==> src/rtl/wb_stage.sv <==
// Writeback stage of the RV32I pipeline: accepts one retiring instruction per
// handshake, waits for load data, aligns/extends it and drives the register file.
module wb_stage #(
  parameter logic [7:0] TIMEOUT = 8'd255
) (
  input  logic        CLK,
  input  logic        RST,
  input  logic        m_valid,
  output logic        m_ready,
  input  logic [4:0]  m_rd,
  input  logic        m_reg_write,
  input  logic        m_is_load,
  input  logic [2:0]  m_funct3,
  input  logic [1:0]  m_addr_lo,
  input  logic [31:0] m_result,
  input  logic        dmem_rvalid,
  input  logic [31:0] dmem_rdata,
  output logic [4:0]  rd,
  output logic [31:0] reg_data3,
  output logic        reg_write,
  output logic [63:0] instret,
  output logic        load_timeout,
  output logic [1:0]  dbg_state
);

  // Handshake: a transfer happens on a rising edge where m_valid && m_ready;
  // m_ready is low only while a load is outstanding, and m_valid must not
  // depend on m_ready.
  typedef enum logic [1:0] {
    S_IDLE = 2'd0,
    S_WAIT = 2'd1,
    S_DONE = 2'd2
  } state_t;

  state_t      state_q, state_d;
  logic [4:0]  p_rd_q, p_rd_d;
  logic        p_we_q, p_we_d;
  logic [2:0]  p_funct3_q, p_funct3_d;
  logic [1:0]  p_addr_lo_q, p_addr_lo_d;
  logic [7:0]  wait_cnt_q, wait_cnt_d;
  logic [4:0]  rd_q, rd_d;
  logic [31:0] data_q, data_d;
  logic        reg_write_q, reg_write_d;
  logic [63:0] instret_q, instret_d;
  logic        load_timeout_q, load_timeout_d;

  logic        accept;
  logic [7:0]  ld_byte;
  logic [15:0] ld_half;
  logic [31:0] load_data;

  assign m_ready      = (state_q != S_WAIT);
  assign accept       = m_valid && m_ready;
  assign rd           = rd_q;
  assign reg_data3    = data_q;
  assign reg_write    = reg_write_q;
  assign instret      = instret_q;
  assign load_timeout = load_timeout_q;
  assign dbg_state    = state_q;

  // Halfword selection ignores addr_lo[0]; misaligned halves are not trapped here.
  always_comb begin
    ld_byte   = dmem_rdata[{p_addr_lo_q, 3'b000} +: 8];
    ld_half   = p_addr_lo_q[1] ? dmem_rdata[31:16] : dmem_rdata[15:0];
    load_data = dmem_rdata;
    case (p_funct3_q)
      3'b000:  load_data = {{24{ld_byte[7]}}, ld_byte};
      3'b001:  load_data = {{16{ld_half[15]}}, ld_half};
      3'b100:  load_data = {24'd0, ld_byte};
      3'b101:  load_data = {16'd0, ld_half};
      default: load_data = dmem_rdata;
    endcase
  end

  always_comb begin
    state_d        = state_q;
    p_rd_d         = p_rd_q;
    p_we_d         = p_we_q;
    p_funct3_d     = p_funct3_q;
    p_addr_lo_d    = p_addr_lo_q;
    wait_cnt_d     = wait_cnt_q;
    rd_d           = rd_q;
    data_d         = data_q;
    reg_write_d    = 1'b0;
    instret_d      = instret_q;
    load_timeout_d = load_timeout_q;
    case (state_q)
      S_WAIT: begin
        wait_cnt_d = wait_cnt_q + 8'd1;
        // Data arriving on the expiry cycle still completes the load.
        if (dmem_rvalid) begin
          state_d     = S_DONE;
          rd_d        = p_rd_q;
          data_d      = load_data;
          reg_write_d = p_we_q && (p_rd_q != 5'd0);
          instret_d   = instret_q + 64'd1;
        end else if ((TIMEOUT != 8'd0) && (wait_cnt_q == TIMEOUT - 8'd1)) begin
          state_d        = S_IDLE;
          load_timeout_d = 1'b1;
        end
      end
      default: begin
        if (accept) begin
          p_rd_d      = m_rd;
          p_we_d      = m_reg_write;
          p_funct3_d  = m_funct3;
          p_addr_lo_d = m_addr_lo;
          if (m_is_load) begin
            state_d    = S_WAIT;
            wait_cnt_d = 8'd0;
          end else begin
            state_d     = S_DONE;
            rd_d        = m_rd;
            data_d      = m_result;
            reg_write_d = m_reg_write && (m_rd != 5'd0);
            instret_d   = instret_q + 64'd1;
          end
        end else begin
          state_d = S_IDLE;
        end
      end
    endcase
  end

  always_ff @(posedge CLK) begin
    if (RST) begin
      state_q        <= S_IDLE;
      p_rd_q         <= 5'd0;
      p_we_q         <= 1'b0;
      p_funct3_q     <= 3'd0;
      p_addr_lo_q    <= 2'd0;
      wait_cnt_q     <= 8'd0;
      rd_q           <= 5'd0;
      data_q         <= 32'd0;
      reg_write_q    <= 1'b0;
      instret_q      <= 64'd0;
      load_timeout_q <= 1'b0;
    end else begin
      state_q        <= state_d;
      p_rd_q         <= p_rd_d;
      p_we_q         <= p_we_d;
      p_funct3_q     <= p_funct3_d;
      p_addr_lo_q    <= p_addr_lo_d;
      wait_cnt_q     <= wait_cnt_d;
      rd_q           <= rd_d;
      data_q         <= data_d;
      reg_write_q    <= reg_write_d;
      instret_q      <= instret_d;
      load_timeout_q <= load_timeout_d;
    end
  end

endmodule

==> config.mk <==
export PLATFORM = sky130hd
export DESIGN_NAME = wb_stage
export DESIGN_NICKNAME = d
export VERILOG_FILES = /design/src/rtl/wb_stage.sv
export SDC_FILE = /design/constraint.sdc
export NUM_CORES = 1
export LEC_CHECK = 0
export CAP_MARGIN = 20
export CORE_ASPECT_RATIO = 0.8
export CORE_MARGIN = 5
export CORE_UTILIZATION = 30
export DETAILED_ROUTE_END_ITERATION = 8
export MAX_ROUTING_LAYER = met4
export PLACE_DENSITY = 0.66
export SETUP_SLACK_MARGIN = 0.3
export SLEW_MARGIN = 20
export SYNTH_ARGS = -nofsm -noshare
export SYNTH_HDL_FRONTEND = slang
export SYNTH_SLANG_ARGS = --single-unit
==> constraint.sdc <==
create_clock -name CLK -period 3.7 [get_ports CLK]
set_input_delay 0.74 -clock CLK [delete_from_list [all_inputs] [get_ports CLK]]
set_output_delay 0.74 -clock CLK [all_outputs]
set_load 0.01 [all_outputs]
==> results of run 1 <==
==> power groups by stage <==
stage | sequential (mW) | combinational [mW] | clock [mW]
after CTS | 1.41 | 0.414 | 1.64
after floorplan | 1.45 | 0.172 | 0
after global placement | 1.44 | 0.410 | 0
final | 1.41 | 0.413 | 1.61
after global routing | 1.42 | 0.451 | 1.71
after detailed placement | 1.44 | 0.412 | 0
==> cell usage in the layout (no fill, tap or decap), types with 17 or more instances in the layout <==
cell and count:
xnor2_1 43, nand2_1 96, dfxtp_1 124, o21ai_0 58
clkdlybuf4s50_1 184, nor2_1 112, nor4_1 17, clkbuf_16 17
a21oi_1 54, nor3_1 30, nand4_1 22, nand3_1 24
==> final cells by class <==
cell class	instances	area, um^2
fill	1971	11000
inverter	17	63.8
sequential	124	2480
multi-input combinational	586	3300
clock inverter	7	90.1
clock buffer	24	472
timing repair buffer	200	1960
tap	264	330
==> worst max-delay path: cells and delay by family <==
family	cells	cell delay [ns]
multiplexers	1	0.37
AND/OR/NAND/NOR	4	1.49
AO/OA/AOI/OAI	1	0.15
buffers and inverters	1	0.48
==> flip-flops by register name (all words and copies together), names as in the netlist <==
name and count:
instret 64, reg_data3 32, wait_cnt_q 8, p_rd_q 5
rd 5, p_funct3_q 3, dbg_state 2, p_addr_lo_q 2
load_timeout 1, p_we_q 1, reg_write 1
==> worst paths after layout <==
| path | from | to | slack, ns | depth (start not counted) |
|---|---|---|---|---|
| hold / removal | reg_data3[20] | reg_data3[20] | 0.45 | 2 |
| setup reg to reg | dbg_state[0] | instret[16] | 1.23 | 7 |
| hold reg to reg | reg_data3[20] | reg_data3[20] | 0.45 | 2 |
| setup / recovery | m_is_load | instret[16] | 0.81 | 7 |
==> cells by family (layout without fill, tap and decap cells) <==
kind of cell / after synthesis / in the layout / synth area share, %
simple gates: 352 / 352 / 27.3
buf+inv: 64 / 248 / 4.06
compound gates: 175 / 175 / 18.4
flops: 124 / 124 / 41.3
fa+ha+maj: 3 / 3 / 0.625
xor+xnor: 53 / 53 / 7.72
mux: 3 / 3 / 0.604
==> routing by layer <==
layer | GRT usage, % | routed length (um) | vias up
met1 | 24.8 | 9660 | 2818
li1 | - | - | 3099
met5 | - | 0 | -
met3 | 4.19 | 1260 | 25
met2 | 24.0 | 8360 | 211
met4 | 5.63 | 393 | 0
==> stage by stage <==
step / setup WS (ns) / cell area (um^2)
after floorplan: 1.17 / 6010
after global placement: 0.421 / 8140
after detailed placement: 0.399 / 8140
after CTS: 0.819 / 8700
after global routing: 0.704 / 8700
final: 0.807 / 8700
==> metrics.csv, run 1 <==
metric,value,unit
FP Rows,46,
PortBufs,185,
CTS tree,done,
Async SR Flop Fraction,0,%
final core utilization,44.1,%
placed insts,1191,
Area Overhead vs Synth,44.8,%
cell internal pwr,2.61,mW
Longest Clk Path Bufs,2,
core area,19700,um^2
slew margin rel.,40.4,%
Comb pwr share,12.0,%
Total GRT Usage,17.4,%
sw power,0.828,mW
Setup Skew,0.0118,ns
worst endpoint data arrival time,3.23,ns
CTS Hold Bufs,0,
worst skew pair latency,0.42,ns
Most used DFF post-synth,dfxtp_1,
ant diodes,0,
WHS,0.448,ns
setup_tns,0,ns
initial antenna violation count,0,
delay of the slowest critical-path stage,0.54,ns
Synth area leader,dfxtp_1,
most frequent cells after synthesis,"dfxtp_1 (124), nor2_1 (112), nand2_1 (96), o21ai_0 (58), a21oi_1 (54)",
Root Buffer,clkbuf_16,
DRT Pass-1 Iters,5,
WL/cell,16.1,um
Final Setup Violations,0,
register area share after synthesis,41.3,%
Overflow after GRT,0,
clock sink total,124,
drt via density,5.04,
first-pass GRT wire length,31200,um
final WL,19700,um
slowest cell on the critical path,or4_4,
post-synth top area share,41.3,%
detailed placement HPWL,14400,um
post-synthesis cell type count,52,
vias in the first global route,5658,
cell count after synthesis,774,
CP Cell Sequence,"clkdlybuf4s50_1, nand2b_1, mux2_4, or4_4, or3_1, or3_1, a21oi_1",
WS Path Type,in -> reg,
DRC Markers,0,
nets,1029,
"Top cell by count, worst path",or3_1,
Setup Buffers After CTS,0,
Clock power frac,46.9,%
CP max FO,13,
Ports,186,
DR vias,6153,
Final GP Congestion,0.852,
max-slew violations,0,
layout cells sized above 1,6.26,%
Synth Net Count,857,
CTS clock-pin slew for the worst setup and hold paths,0.06,ns
Reg power frac,41.1,%
P per Cell Area,395,nW/um^2
Die Y,137,um
top post-synthesis cells by area,"dfxtp_1 (41%), nor2_1 (7.0%), xnor2_1 (6.3%), nand2_1 (6.0%), o21ai_0 (4.8%)",
post-CTS sizing,0,
Final Non-Filler Cells,1222,
post-route ant nets,0,
Post-Syn Area,6010,um^2
number of enable flip-flop cells after synthesis,0,
MaxCap Viol Count,0,
startpoint types,primary input,
Ys Warns,0,
sw frac,24.1,%
Initial DRC Count,405,
"Avg Cell Area, Syn",7.77,um^2
Crit. End Element,register,
Yosys reg bits,124,
Num CTS Buffers,17,
Highest Clock Rate,0.346,GHz
Worst Max-Slew Pin Slew,0.891,ns
H-tree Lvls,4,
initial core utilization,30.4,%
largest net degree at the start of global routing,58,
final hold vios,0,
worst endpoint required time,4.03,ns
Die Area,23000,um^2
Tmin final,2.89,ns
most numerous cell in the Yosys netlist,dfxtp_1,
Hold Crit Class,reg -> reg,
peak supply drop,235,uV
Die Span X,168,um
status,"finished, final reports clean",
P_leak,2.84,nW
final worst-path cycle share,78.2,%
Total Power,3.44,mW
unrepaired setup endpoints after global routing,false,
(Power assumes the default switching activity.)
==> inputs of run 2 (changes only) <==
clock period = 2.71 ns   (was 3.7 ns; I/O delays follow)
==> metrics.csv, run 2 (synthesized netlist as in run 1, its figures left out) <==
metric,value,unit,change
status,"finished, final reports clean",,unchanged
post-route ant nets,0,,unchanged
P per Cell Area,549,nW/um^2,was 395 nW/um^2
P_leak,2.95,nW,was 2.84 nW
initial core utilization,30.4,%,unchanged
layout cells sized above 1,8.83,%,was 6.26%
placed insts,1205,,"was 1,191"
worst skew pair latency,0.42,ns,about the same
hold depth,2,,unchanged
MaxCap Viol Count,0,,unchanged
max-slew violations,0,,unchanged
DR vias,6271,,"was 6,153"
final core utilization,45.2,%,was 44.1%
DRC Markers,0,,unchanged
Crit. End Element,register,,unchanged
Die Span X,168,um,unchanged
Fillers,1952,,"was 1,971"
vias in the first global route,5826,,"was 5,658"
slew margin rel.,51.6,%,was 40.4%
worst flop-to-flop path startpoint,dbg_state[0],,unchanged
WHS,0.453,ns,was 0.448 ns
final worst-path cycle share,87.2,%,
Largest register FFs,64,,unchanged
flop2flop setup slack,0.40,ns,was 1.23 ns
setup_tns,0,ns,unchanged
ant diodes,0,,unchanged
DRT Pass-1 Iters,5,,unchanged
initial antenna violation count,0,,unchanged
largest net degree at the start of global routing,110,,was 58
CTS clock-pin slew for the worst setup and hold paths,0.06,ns,about the same
CTS Hold Bufs,0,,unchanged
worst endpoint data arrival time,2.70,ns,was 3.23 ns
most frequent cells in the layout,"clkdlybuf4s50_1 (183), dfxtp_1 (124), nor2_1 (111)",,"was clkdlybuf4s50_1 (184), dfxtp_1 (124), nor2_1 (112)"
peak supply drop,336,uV,was 235 uV
WS Path Type,in -> reg,,unchanged
Area Overhead vs Synth,48.4,%,was 44.8%
startpoint types,primary input,,unchanged
Setup Skew,0.0112,ns,was 0.0118 ns
Ports,186,,unchanged
RR Endpoint,instret[16],,unchanged
final hold vios,0,,unchanged
Hold Path Origin,reg_data3[20],,unchanged
Die Y,137,um,unchanged
Worst Max-Slew Pin Slew,0.725,ns,was 0.891 ns
Tmin final,2.36,ns,
Longest Clk Path Bufs,2,,unchanged
"commonest non-fill, non-tap cell in the layout",clkdlybuf4s50_1,,unchanged
clock sink total,124,,unchanged
Final Non-Filler Cells,1238,,"was 1,222"
pre-CTS setup slack,-0.124,ns,was 0.399 ns
Num CTS Buffers,17,,unchanged
detailed placement HPWL,14700,um,"was 14,400 um"
nets,1044,,"was 1,029"
unrepaired setup endpoints after global routing,false,,unchanged
hold endpoint,reg_data3[20],,unchanged
final WL,20200,um,"was 19,700 um"
Setup WS post-layout,0.346,ns,was 0.807 ns
Overflow after GRT,0,,unchanged
core area,19700,um^2,unchanged
CTS tree,done,,unchanged
FP Rows,46,,unchanged
PortBufs,185,,unchanged
Hold Crit Class,reg -> reg,,unchanged
Total GRT Usage,17.8,%,was 17.4%
first-pass GRT wire length,32100,um,"was 31,200 um"
Final Setup Violations,0,,unchanged
Die Area,23000,um^2,unchanged
CP max FO,2,,was 13
r2r worst-path depth,7,,unchanged
worst endpoint required time,3.05,ns,was 4.03 ns
Final GP Congestion,0.814,,was 0.852
drt via density,5.07,,was 5.04
Root Buffer,clkbuf_16,,unchanged
H-tree Lvls,4,,unchanged
Highest Clock Rate,0.423,GHz,
Initial DRC Count,492,,was 405
WL/cell,16.3,um,was 16.1 um
[run 2: repair_timing]
action,4_1_cts,5_1_grt
endpoints found under the hold margin,0,0
endpoints found under the setup margin,1,16
setup buffers,0,1
gates cloned,0,0
pin swaps,0,2
resized for setup,1,5
[run 2: power by group]
part / internal (mW) / switching, mW
sequential: 1.88 / 0.0416
clock: 1.50 / 0.881
combinational: 0.295 / 0.288
[run 2: layout make-up]
class	instances	area (um^2)	share of cell area (%)
repair buffers	215	2090	23.4
clock buffers	20	457	5.12
inverters	17	63.8	0.715
clock inverters	12	163	1.82
flip-flops and latches	124	2480	27.8
multi-input cells	586	3330	37.4
well taps	264	330	3.70
[run 2: through the flow]
stage / cell area [um^2] / power, mW
final: 8920 / 4.89
after global routing: 8920 / 5.09
after CTS: 8890 / 4.93
after detailed placement: 8260 / 2.54
after global placement: 8260 / 2.54
after floorplan: 6010 / 2.21
[run 2: critical path: stages]
cell and delay [ns]:
clkdlybuf4s50_1 0.42, nand2b_4 0.16, mux2_4 0.28, or4_4 0.52, or3_4 0.34, or3_1 0.31
a21oi_1 0.13
[run 2: worst max-delay path by stage]
stage,start,endpoint,cells past startpoint
6_report,m_is_load,instret[16],7
5_1_grt,m_is_load,instret[16],8
4_1_cts,m_valid,instret[16],7
3_5_place_dp,m_is_load,instret[16],7
3_3_place_gp,m_is_load,instret[16],7
2_1_floorplan,dbg_state[0],instret[16],8
[run 2: metal layers]
layer  global-route usage, %  part of all wire (%)  vias up
li1                        -                     -     3136
met4                    4.82                   1.1        0
met1                    25.0                    50     2928
met3                    3.67                   5.4       15
met5                       -                     0        -
met2                    26.2                    44      192
